[src/rtl/step_sequencer.sv]
// Drum-pattern step sequencer.
// Plays a VOICES x STEPS pattern, one column per rising edge of the tempo
// square wave, and drives a trigger pulse and a fixed-length gate for each
// voice hit at that column.

// Per-voice gate generator: a down-counter reloaded by each trigger.
module step_gate #(
  parameter int GATE_CYC = 8,
  parameter int CW       = 4
) (
  input  logic clk,
  input  logic rst,
  input  logic clr,
  input  logic load,
  output logic gate
);

  logic [CW-1:0] cnt;

  // Reload on a hit, otherwise count down. The gate is registered from the
  // counter's next value, so it rises together with the trigger pulse.
  always_ff @(posedge clk) begin
    if (rst || clr) begin
      cnt  <= '0;
      gate <= 1'b0;
    end else if (load) begin
      cnt  <= CW'(GATE_CYC);
      gate <= 1'b1;
    end else if (cnt != '0) begin
      cnt  <= cnt - CW'(1);
      gate <= (cnt > CW'(1));
    end
  end

endmodule

module step_sequencer #(
  parameter int VOICES   = 4,
  parameter int STEPS    = 16,
  parameter int GATE_CYC = 8,
  localparam int SW      = $clog2(STEPS),
  localparam int VW      = (VOICES > 1) ? $clog2(VOICES) : 1
) (
  input  logic              clk,
  input  logic              rst,
  input  logic              tick,
  input  logic              run,
  input  logic [SW-1:0]     len,
  input  logic              wr_en,
  input  logic [VW-1:0]     wr_voice,
  input  logic [SW-1:0]     wr_step,
  input  logic              wr_val,
  output logic [SW-1:0]     step,
  output logic              playing,
  output logic [VOICES-1:0] trig,
  output logic [VOICES-1:0] gate,
  output logic              beat
);

  localparam int CW = $clog2(GATE_CYC + 1);

  typedef enum logic {IDLE, PLAY} state_t;

  state_t                         state, state_nxt;
  logic                           clr;
  logic [2:0]                     sync_q;
  logic                           adv;
  logic                           fire;
  logic [VOICES-1:0][STEPS-1:0]   pat;
  logic [VOICES-1:0]              col;

  // Two flops of synchronizer plus one of history for edge detection.
  always_ff @(posedge clk) begin
    if (rst) sync_q <= '0;
    else     sync_q <= {sync_q[1:0], tick};
  end

  // Registered rising-edge detect of the synchronized tempo; falls are ignored.
  always_ff @(posedge clk) begin
    if (rst) adv <= 1'b0;
    else     adv <= sync_q[1] & ~sync_q[2];
  end

  // Pattern RAM; a write coincident with playback of the same cell lands
  // after the read, so the old value plays this pass.
  always_ff @(posedge clk) begin
    if (rst)        pat <= '0;
    else if (wr_en) pat[wr_voice][wr_step] <= wr_val;
  end

  // State register.
  always_ff @(posedge clk) begin
    if (rst) state <= IDLE;
    else     state <= state_nxt;
  end

  // Next-state logic; leaving PLAY rewinds the step and kills the gates.
  always_comb begin
    state_nxt = state;
    clr       = 1'b0;
    case (state)
      IDLE: if (run) state_nxt = PLAY;
      PLAY: if (!run) begin
        state_nxt = IDLE;
        clr       = 1'b1;
      end
      default: state_nxt = IDLE;
    endcase
  end

  // An advance landing in the same cycle as the stop request is dropped.
  assign fire    = (state == PLAY) && adv && run;
  assign playing = (state == PLAY);

  // Column of the pattern at the current step pointer.
  always_comb begin
    col = '0;
    for (int v = 0; v < VOICES; v++) col[v] = pat[v][step];
  end

  // Step pointer, trigger pulses and bar marker. Wrap uses >= so that a
  // shrinking loop length never strands the pointer past the end.
  always_ff @(posedge clk) begin
    if (rst) begin
      step <= '0;
      trig <= '0;
      beat <= 1'b0;
    end else begin
      trig <= '0;
      beat <= 1'b0;
      if (clr || state == IDLE) begin
        step <= '0;
      end else if (fire) begin
        trig <= col;
        beat <= (step == '0);
        step <= (step >= len) ? '0 : step + SW'(1);
      end
    end
  end

  // One gate generator per voice, loaded on the same edge as its trigger.
  for (genvar v = 0; v < VOICES; v++) begin : g_gate
    step_gate #(
      .GATE_CYC (GATE_CYC),
      .CW       (CW)
    ) u_gate (
      .clk  (clk),
      .rst  (rst),
      .clr  (clr),
      .load (fire & col[v]),
      .gate (gate[v])
    );
  end

endmodule

[config.mk]
export PLATFORM = sky130hd
export DESIGN_NAME = step_sequencer
export DESIGN_NICKNAME = d
export VERILOG_FILES = /design/src/rtl/step_sequencer.sv
export SDC_FILE = /design/constraint.sdc
export NUM_CORES = 1
export LEC_CHECK = 0
export ABC_CLOCK_PERIOD_IN_PS = 1900
export CORE_MARGIN = 3
export CORE_UTILIZATION = 43
export DETAILED_ROUTE_END_ITERATION = 6
export PLACE_DENSITY_LB_ADDON = 0.3
export SLEW_MARGIN = 30
export SYNTH_ARGS = -nofsm -noshare
export SYNTH_HDL_FRONTEND = slang
export SYNTH_SLANG_ARGS = --single-unit
[constraint.sdc]
create_clock -name clk -period 1.9 [get_ports clk]
set_clock_uncertainty 0.1 [all_clocks]
set_input_delay 0.38 -clock clk [delete_from_list [all_inputs] [get_ports clk]]
set_output_delay 0.38 -clock clk [all_outputs]
set_load 0.01 [all_outputs]
# Word level (Yosys, flattened, before mapping)

Index checks and enable logic that the tools add are counted.

Bits in writable memories: 0
Word-level logic and storage cells: 99
Memory bits (read-only): 0
Bits in latches: 0
Bits in registers: 98
Output and inout bits: 14
Memories: 0
Bits of input ports: 16

Bitwise gates (word level): 8
Reduce and logical (&&, ||, !) cells: 21
Divide/modulo/power cells: 0
$lt $le $gt $ge: 10
Equal/unequal tests: 0
$mul: 0
Shift-type cells: 0
Add/subtract/negate cells: 5
Muxes and demuxes: 33

Operators by type and width:

| operator              | count |
|---|---|
| $bwmux W64            | 1 |
| $mux W4               | 9 |
| $demux W16 S2         | 1 |
| $bmux W1 S4           | 4 |
| $gt A4 B1 Y1 const B  | 4 |
| $mux W1               | 16 |
| $mux W16              | 1 |
| $reduce_bool A4 Y1    | 4 |
| $sub A4 B1 Y4 const B | 4 |
| $lt A4 B5 Y1 const B  | 2 |
| $reduce_or A2 Y1      | 5 |
| $reduce_bool A2 Y1    | 4 |
| $and A1 B1 Y1         | 5 |
| $add A4 B1 Y4 const B | 1 |
| $demux W1 S4          | 1 |
| $ge A4 B1 Y1 const B  | 1 |
| $ge A4 B4 Y1          | 1 |
| $logic_and A1 B1 Y1   | 4 |
| $logic_not A4 Y1      | 1 |
| $lt A2 B3 Y1 const B  | 1 |
| $not A1 Y1            | 3 |
| $reduce_or A3 Y1      | 1 |
| $ge A2 B1 Y1 const B  | 1 |
| $logic_or A1 B1 Y1    | 2 |

# Depth between registers and ports, before layout

Gate-level depths: netlist of the first run.

Depth in word-level cells: 7
Mapped depth: 9
Depth with buffers taken out: 7

# Modules after synthesis

A second synthesis of the first run with hierarchy kept.

Cell total of the unflattened synthesis: 582
Area total of the unflattened synthesis: 5023.6 um^2

Modules (own cells, without submodules):

| module         | seq. area each (um^2) | instances | cells each | area each (um^2) |
|---|---|---|---|---|
| step_sequencer | 1561.5                | 1         | 474        | 4002.6 |
| step_gate      | 100.1                 | 4         | 27         | 255.2 |

# Least setup slack after synthesis of the first run

OpenSTA, ideal clock, no wires.

Path type: flip-flop to flip-flop
Start: register step[1]
End: register g_gate[0].u_gate.gate
Cell stages (with the launch flop): 6
Data required time: 1.675 ns
Clock period less this slack: 1.997 ns
Buffers on the path: 1
Path slack: -0.097 ns
Data arrival time: 1.772 ns
Library setup time: 0.125 ns
Cells stage by stage: dfxtp_1 -> buf_6 -> mux4_2 -> o21ai_1 -> a21oi_2 -> o41a_1

Word-level cells in the longest chain between the ends: 4
Elaborated cells between the ends (all ways): 5
Classes of those cells: 3 x mux; 1 x bitwise; 1 x reduce/logical

RTL lines:

| item                                                 | line | text |
|---|---|---|
| start: declaration                                   | 53   | `output logic [SW-1:0] step,` |
| start signal: assignment                             | 136  | `step <= (step >= len) ? '0 : step + SW'(1);` |
| $bmux W1 S4 *                                        | 118  | `for (int v = 0; v < VOICES; v++) col[v] = pat[v][step];` |
| $mux W1 (not written as such) *                      | 118  |  |
| $and A1 B1 Y1 *                                      | 150  | `.load (fire & col[v]),` |
| $mux W1 / $reduce_bool A2 Y1 (equally long branches) | -    |  |
| end signal: assignment                               | 31   | `gate <= (cnt > CW'(1));` |
| end: declaration                                     | 15   | `output logic gate` |

Every way passes the cells marked *; elsewhere a longest branch is shown, timed or not. The select of a mux whose other input is x is not followed.
A chain may end at the register's enable or synchronous reset.

# Worst setup path after layout of the first run

Start: register step[0]
End: register g_gate[1].u_gate.gate

Word-level cells in the longest chain between the ends: 4
Elaborated cells between the ends (all ways): 5
Classes of those cells: 3 x mux; 1 x bitwise; 1 x reduce/logical

RTL lines:

| item                                                 | line |
|---|---|
| $bmux W1 S4 *                                        | 118 |
| $mux W1 (not written as such) *                      | 118 |
| $and A1 B1 Y1 *                                      | 150 |
| $mux W1 / $reduce_bool A2 Y1 (equally long branches) | - |
| end signal: assignment                               | 31 |
| end: declaration                                     | 15 |

Marks and branches as above.

==> out/qor.csv, run 1 <==
metric,value,unit
cts_sinks,98,
antenna_found_initial,0,
fill_cells,969,
initial_utilization,44.5,%
root_buffer,clkbuf_16,
tightestPinTransition,0.610,ns
grt.overflow.total,0,
ys_warn_count,0,
syn_area,4870,µm²
leakagePower,2.52,nW
drt-initial-drc-count,249,
relSlewSlack,59.3,%
finalCritPeriodShare,104,%
finalSetupTns,-0.0846,ns
power.total,5.72,mW
grt_use_total,19.0,%
crit_fanout,5,
synth_edf_count,0,
synth_ff_type,dfxtp_1,
syn_area_per_cell,8.76,µm²
fin_ws,-0.0725,ns
ios,30,
cts_tree,done,
core_area,10900,µm²
clk_pin_slew,0.07,ns
crit_arrival,2.11,ns
grt_pass1_vias,3850,
fp.dieW,112,µm
synth_top_area_share,40.3,%
area_growth,26.0,%
vias,4088,
rsz0062_at_grt,true,
synthCells,556,
finalCriticalPeriod,1.97,ns
synth_area_leaders,"dfxtp_1, mux2i_1, nand2_1",
syn_nets,586,
hold_viol,0,
route.detailed.drc,0,
place_congestion,0.829,
clock_path_buffers,2,
wl_per_cell,15.5,µm
io_buffers,29,
cap_violations,0,
cts_buffers,9,
synth-seq-area-share,40.3,%
nNetsFinal,646,
ir_drop,0.647,mV
die_y,112,µm
drt_wl_total,11.8,mm
grt_pass1_wl,19.3,mm
required,2.04,ns
status,finished with violations,
slew_violations,0,
row_count,38,
start_kind,flip-flop,
drtAntennaViolNets,0,
crit_type,reg2reg,
clock_latency,0.35,ns
grt_max_degree,65,
h-tree-depth,3,
violations,negative setup slack,
dp_hpwl,8.30,mm
ys_ff_latch,98,
yosysTopAreaCell,dfxtp_1,
min_path_cells,2,
cts.hold.buffers_added,0,
end_kind,flip-flop,
setup_violations,2,
avgViaCountPerCell,5.37,
fmax,507,MHz
layout-drive-gt1-share,20.6,%
ys_types,46,
antenna_cells,0,
hold_path_class,in2reg,
powerDensity,933,nW/µm²
rr_worst_depth,6,
async_flop_share,0,%
die_area,12600,µm²
firstDrtPassIters,6,
-- worst paths after layout --
path	start	end	slack [ns]
worst max-delay path	step[0]	g_gate[1].u_gate.gate	-0.07
worst min-delay path	rst	playing	0.17
worst max register to register	step[0]	g_gate[1].u_gate.gate	-0.07
worst min register to register	sync_q[2]	adv	0.27
-- flip-flops by register name (all words and copies together) (netlist names), 3 cells and up --
signal and cells:
g_gate.u_gate.cnt 16, g_gate.u_gate.gate 4, pat 64, step 4
sync_q 3, trig 4
-- metal layers --
metal | vias up | wire, µm | global-route usage [%]
met2 | 101 | 5820 | 32.1
met1 | 1950 | 5240 | 24.7
met3 | 23 | 517 | 2.64
met5 | - | 0 | 0
li1 | 2014 | - | -
met4 | 0 | 235 | 7.13
-- placed cells by master, fill, tap and decap left out, types with 4 or more instances in the layout --
master and instances:
a21o_1 5, a21oi_1 29, a21oi_2 4, a221oi_2 4, buf_4 49, buf_6 5
clkbuf_16 9, clkdlybuf4s50_1 24, dfxtp_1 94, ha_1 14, inv_1 18, mux2i_1 57
mux4_2 8, nand2_1 80, nand2b_1 8, nand3_1 10, nor2_1 69, nor2b_1 11
nor3_1 15, nor3b_1 4, o21a_1 5, o21ai_0 17, o41a_1 4, or2_2 5
or3_1 4, xnor2_1 5
-- critical path: stages (launching register included) --
cell and delay, ns:
dfxtp_4 0.40, buf_6 0.13, mux4_2 0.50, nor2_1 0.12, a211o_1 0.19, a21oi_4 0.10
o41a_1 0.32
-- cell type report --
cell class | count | area, µm² | area share [%]
Sequential cell | 98 | 1970 | 32.2
Inverter | 18 | 67.6 | 1.10
Clock inverter | 7 | 92.6 | 1.51
Multi-Input combinational cell | 402 | 2820 | 45.9
Timing Repair Buffer | 87 | 779 | 12.7
Clock buffer | 9 | 225 | 3.67
Tap cell | 140 | 175 | 2.86
-- metrics by stage --
| step | instance area [µm²] | setup slack [ns] | std cells | utilization [%] | hold slack (ns) |
|---|---|---|---|---|---|
| 3_5_place_dp | 5570 | -0.194 | 738 | 50.9 | 0.279 |
| 6_report | 6130 | -0.0725 | 761 | 56.1 | 0.173 |
| 2_1_floorplan | 4880 | -0.00995 | 556 | - | 0.267 |
| 5_1_grt | 6130 | -0.152 | 761 | 56.1 | 0.188 |
| 3_3_place_gp | 5570 | -0.184 | 738 | 50.9 | 0.273 |
| 4_1_cts | 6000 | -0.0426 | 757 | 54.8 | 0.169 |
-- cells by family after synthesis --
group	count (synthesis)	synth area share (%)
muxes	72	17.0
xor gates and xnor gates	7	1.26
and+or+nand+nor	222	20.5
buffers and inverters	56	5.19
DFF	98	40.3
adders and majority gates	14	3.60
AOI/OAI and AO/OA	87	12.1
-- synthesized netlist by cell type (4+ instances only) --
| cell | n |
|---|---|
| o21a_1 | 5 |
| dfxtp_1 | 98 |
| ha_1 | 14 |
| buf_4 | 5 |
| mux2_2 | 4 |
| nand2b_1 | 10 |
| o41a_1 | 4 |
| nor2_1 | 69 |
| xnor2_1 | 5 |
| nor3_1 | 17 |
| nor3b_1 | 5 |
| clkbuf_1 | 27 |
| nand3_1 | 10 |
| mux4_2 | 7 |
| mux2i_1 | 60 |
| a21oi_1 | 31 |
| a21o_1 | 5 |
| or3_1 | 4 |
| a221oi_1 | 4 |
| nand2_1 | 80 |
| nor2b_1 | 12 |
| inv_1 | 18 |
| or2_2 | 5 |
| a2111oi_2 | 4 |
| a21oi_2 | 4 |
| o21ai_0 | 18 |
-- what timing repair did --
item                       CTS  global route
gates resized for setup     22            23
pin swaps                    7            15
setup endpoints to repair   22            21
buffers inserted             3             4
hold endpoints to repair     0             0
-- power breakdown --
part	total, mW	internal [mW]	leakage (nW)	switching, mW
registers	2.34	2.22	0.797	0.124
logic	1.42	0.744	1.56	0.676
clock network	1.96	1.15	0.160	0.806
total	5.72	4.12	2.52	1.61
(Power assumes the default switching activity.)
==> run 2, diff against run 1 <==
- CORE_MARGIN: 3 -> 4
- RECOVER_POWER: unset -> 100
- SLEW_MARGIN: 30 -> unset
==> out/qor.csv, run 2 (synthesis gave the netlist of run 1 again) <==
metric,value,unit,change
h-tree-depth,3,,unchanged
fin_ws,-0.0792,ns,was -0.0725 ns
row_count,38,,unchanged
setup_violations,9,,was 2
ios,30,,unchanged
crit_type,reg2reg,,unchanged
r2r_setup_slack,-0.08,ns,was -0.07 ns
min_path_cells,2,,unchanged
fp.dieW,114,µm,was 112 µm
io_buffers,29,,unchanged
finalCriticalPeriod,1.98,ns,was 1.97 ns
cts_tree,done,,unchanged
required,2.02,ns,was 2.04 ns
switchingPower,1.63,mW,was 1.61 mW
layout-drive-gt1-share,20.1,%,was 20.6%
crit_fanout,5,,unchanged
rsz0062_at_grt,true,,unchanged
finalCritPeriodShare,104,%,about the same
clock_path_buffers,2,,unchanged
seqPwrFrac,42.1,%,was 41.0%
start_kind,flip-flop,,unchanged
place_congestion,0.839,,was 0.829
nNetsFinal,648,,was 646
status,finished with violations,,unchanged
fmax,505,MHz,was 507 MHz
rr_worst_depth,6,,unchanged
antenna_cells,0,,unchanged
avgViaCountPerCell,5.25,,was 5.37
relSlewSlack,11.0,%,was 59.3%
cpPeakStageDelay,0.54,ns,was 0.50 ns
clock_latency,0.34,ns,was 0.35 ns
drtAntennaViolNets,0,,unchanged
grt_use_met1,24.4,%,was 24.7%
end_kind,flip-flop,,unchanged
dp.cells,738,,unchanged
top_register,pat,,unchanged
worstSetupEndpoint,g_gate[1].u_gate.gate,,unchanged
worstReg2RegStart,step[0],,unchanged
largestRegisters,"pat: 64 flops, g_gate.u_gate.cnt: 16 flops",,unchanged
drt_wl_total,11.5,mm,was 11.8 mm
dp_hpwl,8.11,mm,was 8.30 mm
combinationalPowerShare,26.9,%,was 24.8%
grt.overflow.total,0,,unchanged
area_growth,25.5,%,was 26.0%
grt_max_degree,68,,was 65
antenna_found_initial,0,,unchanged
cts_sinks,98,,unchanged
initial_utilization,44.3,%,was 44.5%
hold_path_class,in2reg,,unchanged
power_frac_clock,31.0,%,was 34.2%
busiest_layer,met2,,unchanged
met2_usage,29.8,%,was 32.1%
vias,4008,,"was 4,088"
grt_use_total,17.9,%,was 19.0%
grt_pass1_wl,19.0,mm,was 19.3 mm
wl_per_cell,15.0,µm,was 15.5 µm
tightestPinTransition,1.34,ns,was 0.610 ns
cts_buffers,9,,unchanged
layout_common_cells,"dfxtp_1, nand2_1, nor2_1, mux2i_1, buf_4",,unchanged
sw_frac_of_total,29.4,%,was 28.1%
slowest_stage,mux4_2,,unchanged
fin_cells,763,,was 761
root_buffer,clkbuf_16,,unchanged
leakagePower,2.50,nW,was 2.52 nW
grt_pass1_vias,3857,,"was 3,850"
cts.hold.buffers_added,0,,unchanged
clk_pin_slew,0.07,ns,about the same
cp_cell_sequence,buf_6 > mux4_2 > nor2_2 > a211o_1 > a21oi_4 > o41a_1,,was buf_6 > mux4_2 > nor2_1 > a211o_1 > a21oi_4 > o41a_1
powerDensity,910,nW/µm²,was 933 nW/µm²
hold_viol,0,,unchanged
die_area,13100,µm²,"was 12,600 µm²"
die_y,114,µm,was 112 µm
crit_arrival,2.10,ns,was 2.11 ns
critPathLaunch,step[0],,unchanged
slew_violations,0,,unchanged
route.detailed.drc,0,,unchanged
cap_violations,0,,unchanged
power.total,5.56,mW,was 5.72 mW
firstDrtPassIters,5,,was 6
p_int,3.92,mW,was 4.12 mW
drt-initial-drc-count,279,,was 249
final_common_cell,dfxtp_1,,unchanged
r2r-end,g_gate[1].u_gate.gate,,unchanged
ir_drop,0.662,mV,was 0.647 mV
grtUsageMet3,2.22,%,was 2.64%
violations,negative setup slack,,unchanged
core_area,11000,µm²,"was 10,900 µm²"
largest_register_ff_count,64,,unchanged
[run 2: changes by cell type in the layout (fill, tap and decap cells not counted), sizes merged, moves of 2 or more]
cell / before / now
buf: 60 / 53
bufinv: 2 / 0
clkbuf: 9 / 20
clkdlybuf4s50: 24 / 13
dlygate4sd3: 0 / 11
[run 2: metal layers]
metal / vias up / routed length (µm) / part of all wire (%)
met5: - / 0 / 0
met4: 0 / 177 / 1.5
met1: 1878 / 5360 / 47
met3: 13 / 434 / 3.8
li1: 2019 / - / -
met2: 98 / 5510 / 48
[run 2: worst max-delay path: cells and delay by family (launching register included)]
family / cells / cell delay, ns
multiplexers: 1 / 0.54
flip-flops: 1 / 0.40
AO/OA/AOI/OAI: 3 / 0.56
buffers and inverters: 1 / 0.12
AND/OR/NAND/NOR: 1 / 0.14
[run 2: per-stage QoR]
stage                     worst slack (ns)  util (%)  cell area (µm²)  TNS (ns)  hold WS (ns)
final                              -0.0792      55.6             6110    -0.326         0.235
after global routing                -0.162      55.6             6110     -1.50         0.259
after CTS                           -0.116      54.6             6000    -0.611         0.197
after detailed placement            -0.118      50.7             5570     -3.00         0.276
after global placement              -0.105      50.7             5570     -1.50         0.272
after floorplan                   -0.00995         -             4880  -0.00995         0.267
[run 2: how the worst min path moves through the flow]
stage              start  endpoint
2_1_floorplan  sync_q[2]       adv
4_1_cts              rst   playing
3_5_place_dp   sync_q[2]       adv
6_report             rst   playing
3_3_place_gp   sync_q[2]       adv
5_1_grt              rst   playing
[run 2: timing repair]
item | CTS | global route
resized for setup | 23 | 28
setup endpoints to repair | 22 | 23
buffers inserted | 8 | 2
pin swaps | 8 | 15
[run 2: final cells by class]
class	count	area (µm²)
clock buffers	11	243
clock inverters	5	38.8
fillers	1011	4870
inverters	18	67.6
multi-input cells	402	2830
flip-flops and latches	98	1970
well taps	140	175
repair buffers	89	781
[run 2: power groups by stage]
stage | registers (mW) | clock network, mW | logic, mW
detailed placement | 2.39 | 0 | 1.37
CTS | 2.34 | 1.75 | 1.43
finish | 2.34 | 1.72 | 1.49
floorplan | 2.36 | 0 | 0.993
global route | 2.36 | 1.85 | 1.65
global placement | 2.38 | 0 | 1.31
==> run 3, diff against run 2 <==
- ABC_CLOCK_PERIOD_IN_PS: 1900 -> unset
- GPL_TIMING_DRIVEN: unset -> 0
==> out/qor.csv, run 3 (synthesis gave the netlist of run 1 again) <==
metric,value,unit,change
status,finished with violations,,unchanged
violations,negative setup slack,,unchanged
grt_use_total,20.0,%,was 17.9%
crit_arrival,2.16,ns,was 2.10 ns
place_worst_setup_slack,-0.668,ns,was -0.118 ns
rr_worst_depth,7,,was 6
finalSetupTns,-0.951,ns,was -0.326 ns
nNetsFinal,647,,was 648
fp.dieW,114,µm,unchanged
largestRegisters,"pat: 64 flops, g_gate.u_gate.cnt: 16 flops",,unchanged
power.total,5.81,mW,was 5.56 mW
end_kind,flip-flop,,unchanged
min_path_cells,1,,was 2
firstDrtPassIters,5,,unchanged
top_register,pat,,unchanged
slew_violations,0,,unchanged
cts_sinks,98,,unchanged
ios,30,,unchanged
clk_pin_slew,0.07,ns,about the same
grt_pass1_wl,20.6,mm,was 19.0 mm
drt_wl_total,12.7,mm,was 11.5 mm
required,2.02,ns,about the same
grt_max_degree,17,,was 68
core_area,11000,µm²,unchanged
largest_register_ff_count,64,,unchanged
relSlewSlack,45.0,%,was 11.0%
die_y,114,µm,unchanged
crit_family,compound AO/OA/AOI/OAI gates,,unchanged
avgViaCountPerCell,5.51,,was 5.25
dp_hpwl,8.83,mm,was 8.11 mm
cp_cell_sequence,buf_8 > buf_12 > mux4_2 > nand2b_4 > o211ai_4 > a21oi_4 > o41a_1,,was buf_6 > mux4_2 > nor2_2 > a211o_1 > a21oi_4 > o41a_1
grt_pass1_vias,4141,,"was 3,857"
layout-drive-gt1-share,19.6,%,was 20.1%
io_buffers,27,,was 29
layout_common_cells,"dfxtp_1, nand2_1, nor2_1, mux2i_1, a21oi_1",,"was dfxtp_1, nand2_1, nor2_1, mux2i_1, buf_4"
crit_type,reg2reg,,unchanged
worst_hold_slack,0.288,ns,was 0.235 ns
crit_fanout,7,,was 5
area_growth,28.6,%,was 25.5%
tightestPinTransition,0.819,ns,was 1.34 ns
grt.overflow.total,0,,unchanged
setup_violations,15,,was 9
row_count,38,,unchanged
fin_ws,-0.135,ns,was -0.0792 ns
r2r-end,g_gate[2].u_gate.gate,,was g_gate[1].u_gate.gate
clock_latency,0.34,ns,about the same
hold_viol,0,,unchanged
root_buffer,clkbuf_16,,unchanged
clock_path_buffers,2,,unchanged
min_from,sync_q[2],,was rst
h-tree-depth,3,,unchanged
vias,4197,,"was 4,008"
route.detailed.drc,0,,unchanged
r2r_setup_slack,-0.14,ns,was -0.08 ns
antenna_cells,0,,unchanged
cts.hold.buffers_added,0,,unchanged
place_congestion,0.862,,was 0.839
initial_utilization,44.3,%,unchanged
finalCriticalPeriod,2.04,ns,was 1.98 ns
antenna_found_initial,0,,unchanged
ir_drop,0.817,mV,was 0.662 mV
fmax,491,MHz,was 505 MHz
leakagePower,2.50,nW,about the same
hold_path_class,reg2reg,,was in2reg
cpPeakStageDelay,0.49,ns,was 0.54 ns
start_kind,flip-flop,,unchanged
finalCritPeriodShare,107,%,was 104%
drtAntennaViolNets,0,,unchanged
whs_endpoint,adv,,was playing
rsz0062_at_grt,true,,unchanged
wl_per_cell,16.6,µm,was 15.0 µm
cts_buffers,9,,unchanged
cap_violations,0,,unchanged
cts_tree,done,,unchanged
worstReg2RegStart,step[0],,unchanged
slowest_stage,mux4_2,,unchanged
powerDensity,928,nW/µm²,was 910 nW/µm²
cp.buffers_inverters,2,,was 1
drt-initial-drc-count,223,,was 279
die_area,13100,µm²,unchanged
final_common_cell,dfxtp_1,,unchanged
==> run 3: cell types whose count changed in the layout (fill, tap and decap cells not counted), moves of 4 or more <==
cell,delta
nor3_2,+5
clkbuf_1,+20
buf_4,-26
clkbuf_4,+4
dlygate4sd3_1,-5
nor3_1,-6
==> run 3: routing by layer <==
| metal | up-vias | track usage, % | part of all wire [%] |
|---|---|---|---|
| li1 | 2029 | - | - |
| met1 | 2028 | 25.0 | 44 |
| met2 | 117 | 34.5 | 48 |
| met3 | 23 | 5.13 | 5.5 |
| met4 | 0 | 4.67 | 1.9 |
| met5 | - | 0 | 0 |
==> run 3: where the power goes <==
group | internal [mW] | total [mW] | switching [mW]
logic | 0.691 | 1.37 | 0.682
clock network | 1.32 | 2.10 | 0.788
registers | 2.22 | 2.34 | 0.117
total | 4.23 | 5.81 | 1.59
==> run 3: worst max-delay path by stage <==
| stage | startpoint | endpoint | slack (ns) | depth (start not counted) |
|---|---|---|---|---|
| after floorplan | step[1] | g_gate[0].u_gate.gate | -0.01 | 5 |
| after global placement | wr_step[1] | pat[32] | -0.67 | 5 |
| after detailed placement | wr_step[1] | pat[32] | -0.67 | 5 |
| after CTS | step[0] | g_gate[2].u_gate.gate | -0.12 | 7 |
| after global routing | step[0] | g_gate[2].u_gate.gate | -0.19 | 7 |
| final | step[0] | g_gate[2].u_gate.gate | -0.14 | 7 |
==> run 3: area by class of cell <==
type                       instances  area [µm²]
clock inverter                     4        77.6
tap                              140         175
clock buffer                      12         278
inverter                          18        67.6
multi-input combinational        402        2970
timing repair buffer              50         493
buffer                            38         229
sequential                        98        1970
fill                             930        4720
==> run 3: repair_timing <==
action | 4_1_cts | 5_1_grt
gates cloned | 1 | 0
endpoints found under the setup margin | 67 | 59
pin swaps | 23 | 15
gates resized for setup | 69 | 29
setup buffers | 13 | 9
==> run 3: through the flow <==
| stage | cell area [µm²] | utilization [%] | std cells |
|---|---|---|---|
| floorplan | 4880 | - | 556 |
| detailed placement | 5330 | 48.5 | 723 |
| CTS | 6090 | 55.5 | 753 |
| finish | 6260 | 57.0 | 762 |
| global placement | 5330 | 48.5 | 723 |
| global route | 6260 | 57.0 | 762 |
==> run 3: worst reg2reg max path: cells and delay by family (launching register included) <==
kind            cells  cell delay (ns)
simple gates        1             0.17
mux                 1             0.49
flops               1             0.36
buf+inv             2             0.23
compound gates      3             0.55
